<file path="src/rtl/regwr_pkg.sv">
// Shared constants for the register-file write-port arbiter.
// Latency: n/a (declarations only).
// Backpressure: n/a.
// Optional feature macro used by the top: REGWR_PERF_CNT_EN (performance counters).
package regwr_pkg;

  localparam int DATA_W_DEF = 32;  // default write data width
  localparam int ADDR_W_DEF = 5;   // default register select width
  localparam int ZERO_REG   = 0;   // hard-wired zero register index

  // Requester ids, also the bit positions in the arbiter req/grant vectors
  localparam int REQ_ALU    = 0;
  localparam int REQ_MEM    = 1;

  localparam int CNT_W      = 16;  // performance counter width

endpackage

</file>
<file path="src/rtl/rr_arb2.sv">
// 2-way round-robin arbiter; remembers the last granted requester.
// Latency: grant is combinational from req/hold; last_grant updates at the clock edge.
// Backpressure: hold=1 blocks all grants and freezes last_grant.
// Ports: clk, rst (async active-high), req[1:0], hold -> grant[1:0] (one-hot or zero).
module rr_arb2 (
  input  logic       clk,
  input  logic       rst,
  input  logic [1:0] req,
  input  logic       hold,
  output logic [1:0] grant
);

  // 0 = requester 0 won last, 1 = requester 1 won last
  logic last_grant_q;
  logic last_grant_d;

  always_comb begin
    grant        = 2'b00;
    last_grant_d = last_grant_q;
    if (!hold) begin
      if (req == 2'b11) begin
        // Contested: favour the requester that did not win last time
        grant = last_grant_q ? 2'b01 : 2'b10;
      end else begin
        grant = req;
      end
    end
    // A grant is always a handshake, since grant implies the request is valid
    if (grant[1]) begin
      last_grant_d = 1'b1;
    end else if (grant[0]) begin
      last_grant_d = 1'b0;
    end
  end

  // Reset to 1 so requester 0 wins the first contested cycle
  always_ff @(posedge clk or posedge rst) begin
    if (rst) begin
      last_grant_q <= 1'b1;
    end else begin
      last_grant_q <= last_grant_d;
    end
  end

endmodule

</file>
<file path="src/rtl/regfile_wr_arbiter.sv">
// Shares the register file write port between r0 (ALU) and r1 (load) via round-robin.
// Latency: 1 cycle from handshake to wr_en/wr_sel/wr_data; one write per cycle sustained.
// Backpressure: rN_ready combinational from valids, hold and last grant; hold=1 stalls both.
// Ports: clk, rst (async active-high), hold, r0_*/r1_* valid/ready/addr/data requesters,
//        wr_en/wr_sel/wr_data registered write port.
// Optional: `define REGWR_PERF_CNT_EN adds grant_cnt0, grant_cnt1, conflict_cnt (saturating).
module regfile_wr_arbiter
  import regwr_pkg::*;
#(
  parameter int DATA_W           = DATA_W_DEF,
  parameter int ADDR_W           = ADDR_W_DEF,
  parameter bit ZERO_REG_DISCARD = 1'b1
) (
  input  logic              clk,
  input  logic              rst,
  input  logic              hold,
  input  logic              r0_valid,
  output logic              r0_ready,
  input  logic [ADDR_W-1:0] r0_addr,
  input  logic [DATA_W-1:0] r0_data,
  input  logic              r1_valid,
  output logic              r1_ready,
  input  logic [ADDR_W-1:0] r1_addr,
  input  logic [DATA_W-1:0] r1_data,
  output logic              wr_en,
  output logic [ADDR_W-1:0] wr_sel,
  output logic [DATA_W-1:0] wr_data
`ifdef REGWR_PERF_CNT_EN
  ,
  output logic [CNT_W-1:0]  grant_cnt0,
  output logic [CNT_W-1:0]  grant_cnt1,
  output logic [CNT_W-1:0]  conflict_cnt
`endif
);

  logic [1:0] req;
  logic [1:0] grant;

  assign req[REQ_ALU] = r0_valid;
  assign req[REQ_MEM] = r1_valid;

  rr_arb2 u_arb (
    .clk   (clk),
    .rst   (rst),
    .req   (req),
    .hold  (hold),
    .grant (grant)
  );

  assign r0_ready = grant[REQ_ALU];
  assign r1_ready = grant[REQ_MEM];

  logic              wr_en_q,   wr_en_d;
  logic [ADDR_W-1:0] wr_sel_q,  wr_sel_d;
  logic [DATA_W-1:0] wr_data_q, wr_data_d;

  logic              hs;
  logic              discard;
  logic [ADDR_W-1:0] win_addr;
  logic [DATA_W-1:0] win_data;

  always_comb begin
    hs       = |grant;
    win_addr = grant[REQ_MEM] ? r1_addr : r0_addr;
    win_data = grant[REQ_MEM] ? r1_data : r0_data;
    // Writes to the zero register still complete the handshake but never reach the file
    discard  = ZERO_REG_DISCARD && (win_addr == ADDR_W'(ZERO_REG));

    wr_en_d   = 1'b0;
    wr_sel_d  = wr_sel_q;
    wr_data_d = wr_data_q;
    if (hs && !discard) begin
      wr_en_d   = 1'b1;
      wr_sel_d  = win_addr;
      wr_data_d = win_data;
    end
  end

  always_ff @(posedge clk or posedge rst) begin
    if (rst) begin
      wr_en_q   <= 1'b0;
      wr_sel_q  <= '0;
      wr_data_q <= '0;
    end else begin
      wr_en_q   <= wr_en_d;
      wr_sel_q  <= wr_sel_d;
      wr_data_q <= wr_data_d;
    end
  end

  assign wr_en   = wr_en_q;
  assign wr_sel  = wr_sel_q;
  assign wr_data = wr_data_q;

`ifdef REGWR_PERF_CNT_EN
  logic [CNT_W-1:0] grant_cnt0_q,   grant_cnt0_d;
  logic [CNT_W-1:0] grant_cnt1_q,   grant_cnt1_d;
  logic [CNT_W-1:0] conflict_cnt_q, conflict_cnt_d;

  // Saturating increments: counters stick at all-ones
  always_comb begin
    grant_cnt0_d   = grant_cnt0_q;
    grant_cnt1_d   = grant_cnt1_q;
    conflict_cnt_d = conflict_cnt_q;
    if (grant[REQ_ALU] && (grant_cnt0_q != '1)) begin
      grant_cnt0_d = grant_cnt0_q + 1'b1;
    end
    if (grant[REQ_MEM] && (grant_cnt1_q != '1)) begin
      grant_cnt1_d = grant_cnt1_q + 1'b1;
    end
    if (!hold && r0_valid && r1_valid && (conflict_cnt_q != '1)) begin
      conflict_cnt_d = conflict_cnt_q + 1'b1;
    end
  end

  always_ff @(posedge clk or posedge rst) begin
    if (rst) begin
      grant_cnt0_q   <= '0;
      grant_cnt1_q   <= '0;
      conflict_cnt_q <= '0;
    end else begin
      grant_cnt0_q   <= grant_cnt0_d;
      grant_cnt1_q   <= grant_cnt1_d;
      conflict_cnt_q <= conflict_cnt_d;
    end
  end

  assign grant_cnt0   = grant_cnt0_q;
  assign grant_cnt1   = grant_cnt1_q;
  assign conflict_cnt = conflict_cnt_q;
`endif

endmodule

</file>
<file path="config.mk">
export PLATFORM = sky130hd
export DESIGN_NAME = regfile_wr_arbiter
export DESIGN_NICKNAME = d
export VERILOG_FILES = /design/src/rtl/regwr_pkg.sv /design/src/rtl/rr_arb2.sv /design/src/rtl/regfile_wr_arbiter.sv
export SDC_FILE = /design/constraint.sdc
export NUM_CORES = 1
export LEC_CHECK = 0
export CAP_MARGIN = 40
export CELL_PAD_IN_SITES_DETAIL_PLACEMENT = 1
export CELL_PAD_IN_SITES_GLOBAL_PLACEMENT = 2
export CORE_ASPECT_RATIO = 0.75
export CORE_MARGIN = 5
export CORE_UTILIZATION = 25
export DETAILED_ROUTE_END_ITERATION = 16
export GPL_ROUTABILITY_DRIVEN = 0
export PLACE_DENSITY_LB_ADDON = 0.2
export SYNTH_ARGS = -nofsm -noshare
export SYNTH_HDL_FRONTEND = slang
export SYNTH_SLANG_ARGS = --single-unit
</file>
<file path="constraint.sdc">
create_clock -name clk -period 4.2 [get_ports clk]
set_input_delay 0.84 -clock clk [delete_from_list [all_inputs] [get_ports clk]]
set_output_delay 0.84 -clock clk [all_outputs]
set_load 0.02 [all_outputs]
</file>
==> metrics.md <==
| Metric | Value |
|---|---|
| H-tree level count | 2 |
| Comb power frac | 0.350 |
| CP bufs+invs | 2 |
| Area of the multi-input gates | between 1000 and 1500 µm² |
| Clock-pin slew on the worst setup and hold paths | 50 ps |
| Via count | between 1,500 and 2,000 |
| Seq/Total Area, Yosys | 0.444 |
| Worst-path fanout max | 9 |
| Initial antenna violation count | 0 |
| Critical path's largest stage delay | ~630 ps |
| Setup TNS | 0 ps |
| Hold Fails Final Rpt | 0 |
| CTS tree | built |
| Top delay family on crit path | buffers and inverters |
| Asr flop ratio synth | 1.00 |
| Power Density | about 370 nW/µm² |
| Max Cap Viol | 0 |
| PortBufs | approximately 120 |
| CP max-delay cell | clkdlybuf4s50_1 |
| Pint | roughly 0.97 mW |
| Syn_area_per_cell | ~14 µm² |
| Worst min-delay path class | flip-flop to flip-flop |
| CP dominant cell by count | clkdlybuf4s50_1 |
| Post-synth top flop | dfrtp_1 |
| Cell Count, Final, Fillers Out | roughly 390 |
| Synth warn | 0 |
| WP data arrival | 2670 ps |
| IO Pins | approximately 120 |
| Drt via density | 4.43 |
| Setup Viol. Count Final | 0 |
| TritonCTS buffer count | 5 |
| Total Routed Length | ~6300 µm |
| Post-cts hold buffer count | 0 |
| Least-Margin Pin Slew | between 500 and 600 ps |
| Worst VDD drop | ~0.00015 V |
| # placed instances | between 300 and 400 |
| First drt pass iteration count | 4 |
| R2R setup slack | 1840 ps |
| Post-synth EDFFs | 0 |
| Gr ovfl total | 0 |
| Final core utilization | 0.423 |
| Register Area | around 980 µm² |
| Min Hold Slack | roughly 500 ps |
| Postcts setup bufs | 0 |
| Post-synth top area share | 0.432 |
| Post-route ant nets | 0 |
| Remaining DRCs | 0 |
| Resize count post-CTS | 0 |
| Netlist cell types | 31 |
| Crit. End Element | primary output |
| Die width | roughly 120 µm |
| Clock Power Share | 0.296 |
| CTS Root Cell | clkbuf_16 |
| F_max | between 200 and 300 MHz |
| Vias in the first global route | between 1,500 and 2,000 |
| Final net count | ~360 |
| Period minus WS final | between 3000 and 4000 ps |
| Post-Syn Nets | around 240 |
| Initial core utilization | 0.258 |
| Critical path type | primary input to primary output |
| Total power | around 1.3 mW |
| Rows | 29 |
| Full die area | around 11,000 µm² |
| Status | completed |
| Crit-path cells | clkdlybuf4s50_1, nor2b_1, and2_2, clkdlybuf4s50_1 |
| Largest net degree at the start of global routing | 40 |
| Rel. slew slack | 0.665 |
| Synth area leader | dfrtp_1 |
| Core Region | approximately 8500 µm² |
| Req. time, crit path | around 3400 ps |
| Sw power | between 0.3 and 0.4 mW |
| Hpwl dp | about 5000 µm |
| Share of layout cells above drive strength 1 | 0.305 |
| All-Layer GR Usage | 0.115 |
| Drt initial violations | 35 |
| Sequential power share | 0.355 |
| Deepest clock path buffer count | 2 |
| Clock sinks | 39 |
| Lkg Pwr | about 1.5 nW |
| Wire length per cell | around 16 µm |
| Post-Syn Area | 2200 µm² |
| DIE HEIGHT | around 91 µm |
| P&R area growth vs syn | 63.8% |
| Post-Synthesis Cells | about 160 |
| Antenna cells | 0 |
| Fillers | ~910 |
| Setup Skew | approximately 2.7 ps |
| Final Max Slew Viols | 0 |
| Seq cells post-synth | 39 |
| RSZ-0062 raised after global routing | no |
| Tcrit/Tclk final | 0.835 |
| Global-route wire length before repair | roughly 10000 µm |
| Sw frac | 0.274 |
| Type of origin of the critical path | primary input |
| Worst-skew pair later-pin latency | roughly 270 ps |
| Area contributors post-synth | dfrtp_1 43%, mux2_4 19%, mux2_2 18%, buf_12 2.7%, mux2i_1 1.4% |
[layout make-up]
cell class | instances | area share
timing repair buffer | 123 | 0.338
multi-input combinational | 103 | 0.303
sequential | 39 | 0.271
clock buffer | 7 | 0.0423
tap | 108 | 0.0375
inverter | 6 | 0.00625
clock inverter | 1 | 0.00208
[per-stage QoR]
step | area (µm²) | worst slack, ps
after CTS | 3610 | 697
after detailed placement | 3450 | 698
after global routing | 3610 | 612
final | 3610 | 695
after global placement | 3450 | 761
after floorplan | 2200 | 1510
[logic make-up after synthesis]
group	after synthesis	synth area share
AOI/OAI and AO/OA	17	0.0580
buffers and inverters	17	0.0608
DFF	39	0.444
muxes	67	0.389
and+or+nand+nor	19	0.0483
[power by group through the flow]
stage,clock network [mW],logic (mW),registers [mW]
after floorplan,0,0.166,0.554
after global placement,0,0.471,0.478
after detailed placement,0,0.471,0.480
after CTS,0.413,0.475,0.475
after global routing,0.427,0.494,0.482
final,0.395,0.467,0.474
[metal layers]
layer	GRT usage	part of all wire	up-vias
li1	-	-	814
met1	0.147	0.47	819
met2	0.172	0.42	73
met3	0.0627	0.10	7
met4	0.0229	0.0069	0
met5	0	0	-
[worst register-to-register path, cell delays in order (launching register included)]
cell	delay (ps)
dfstp_2	530
nand2_1	160
and2_2	290
buf_4	250
o311a_2	440
buf_4	250
mux2_4	330
[cell usage after synthesis, drive strengths merged, types with 2 or more instances]
| cell type | count |
|---|---|
| a21boi | 2 |
| a21oi | 3 |
| a311o | 2 |
| and3 | 2 |
| buf | 10 |
| dfrtp | 38 |
| inv | 6 |
| mux2 | 64 |
| mux2i | 3 |
| nand2 | 3 |
| nor2 | 4 |
| nor3 | 2 |
| o21ai | 2 |
| o2bb2ai | 2 |
| o311ai | 2 |
| or2 | 3 |
| or4 | 2 |
[path summary, 6_finish.rpt]
kind	to	cells past startpoint	start
max	r1_ready	4	r1_valid
min	wr_sel[4]$_DFFE_PP0P_	1	wr_sel[4]$_DFFE_PP0P_
max reg2reg	wr_data[13]$_DFFE_PP0P_	6	u_arb.last_grant_q$_DFFE_PP1P_
min reg2reg	wr_sel[4]$_DFFE_PP0P_	1	wr_sel[4]$_DFFE_PP0P_
max in group asynchronous	u_arb.last_grant_q$_DFFE_PP1P_	3	rst
min in group asynchronous	wr_data[20]$_DFFE_PP0P_	3	rst
[flip-flops by register name (all words and copies together) (netlist names)]
signal,flops
wr_sel,5
wr_data,32
wr_en,1
u_arb.last_grant_q,1
[cell usage in the layout (no fill, tap or decap), drive strengths merged]
master | netlist | routed
mux2 | 64 | 64
mux2i | 3 | 3
o21ai | 2 | 2
and2 | 1 | 1
o311a | 1 | 1
a21o | 1 | 1
o2bb2ai | 2 | 2
or2 | 3 | 3
nor2 | 4 | 4
o311ai | 2 | 2
buf | 10 | 5
dfstp | 1 | 1
clkbuf | 1 | 7
a21boi | 2 | 2
o22ai | 1 | 1
nor2b | 1 | 1
nand4 | 1 | 1
clkinvlp | 0 | 1
nor3 | 2 | 2
clkinv | 0 | 1
and3 | 2 | 2
a2111oi | 1 | 1
a21oi | 3 | 3
inv | 6 | 5
or4 | 2 | 2
dfrtp | 38 | 38
nand2 | 3 | 3
clkdlybuf4s50 | 0 | 118
a311o | 2 | 2
No activity file was read; power rests on OpenSTA's default activity.
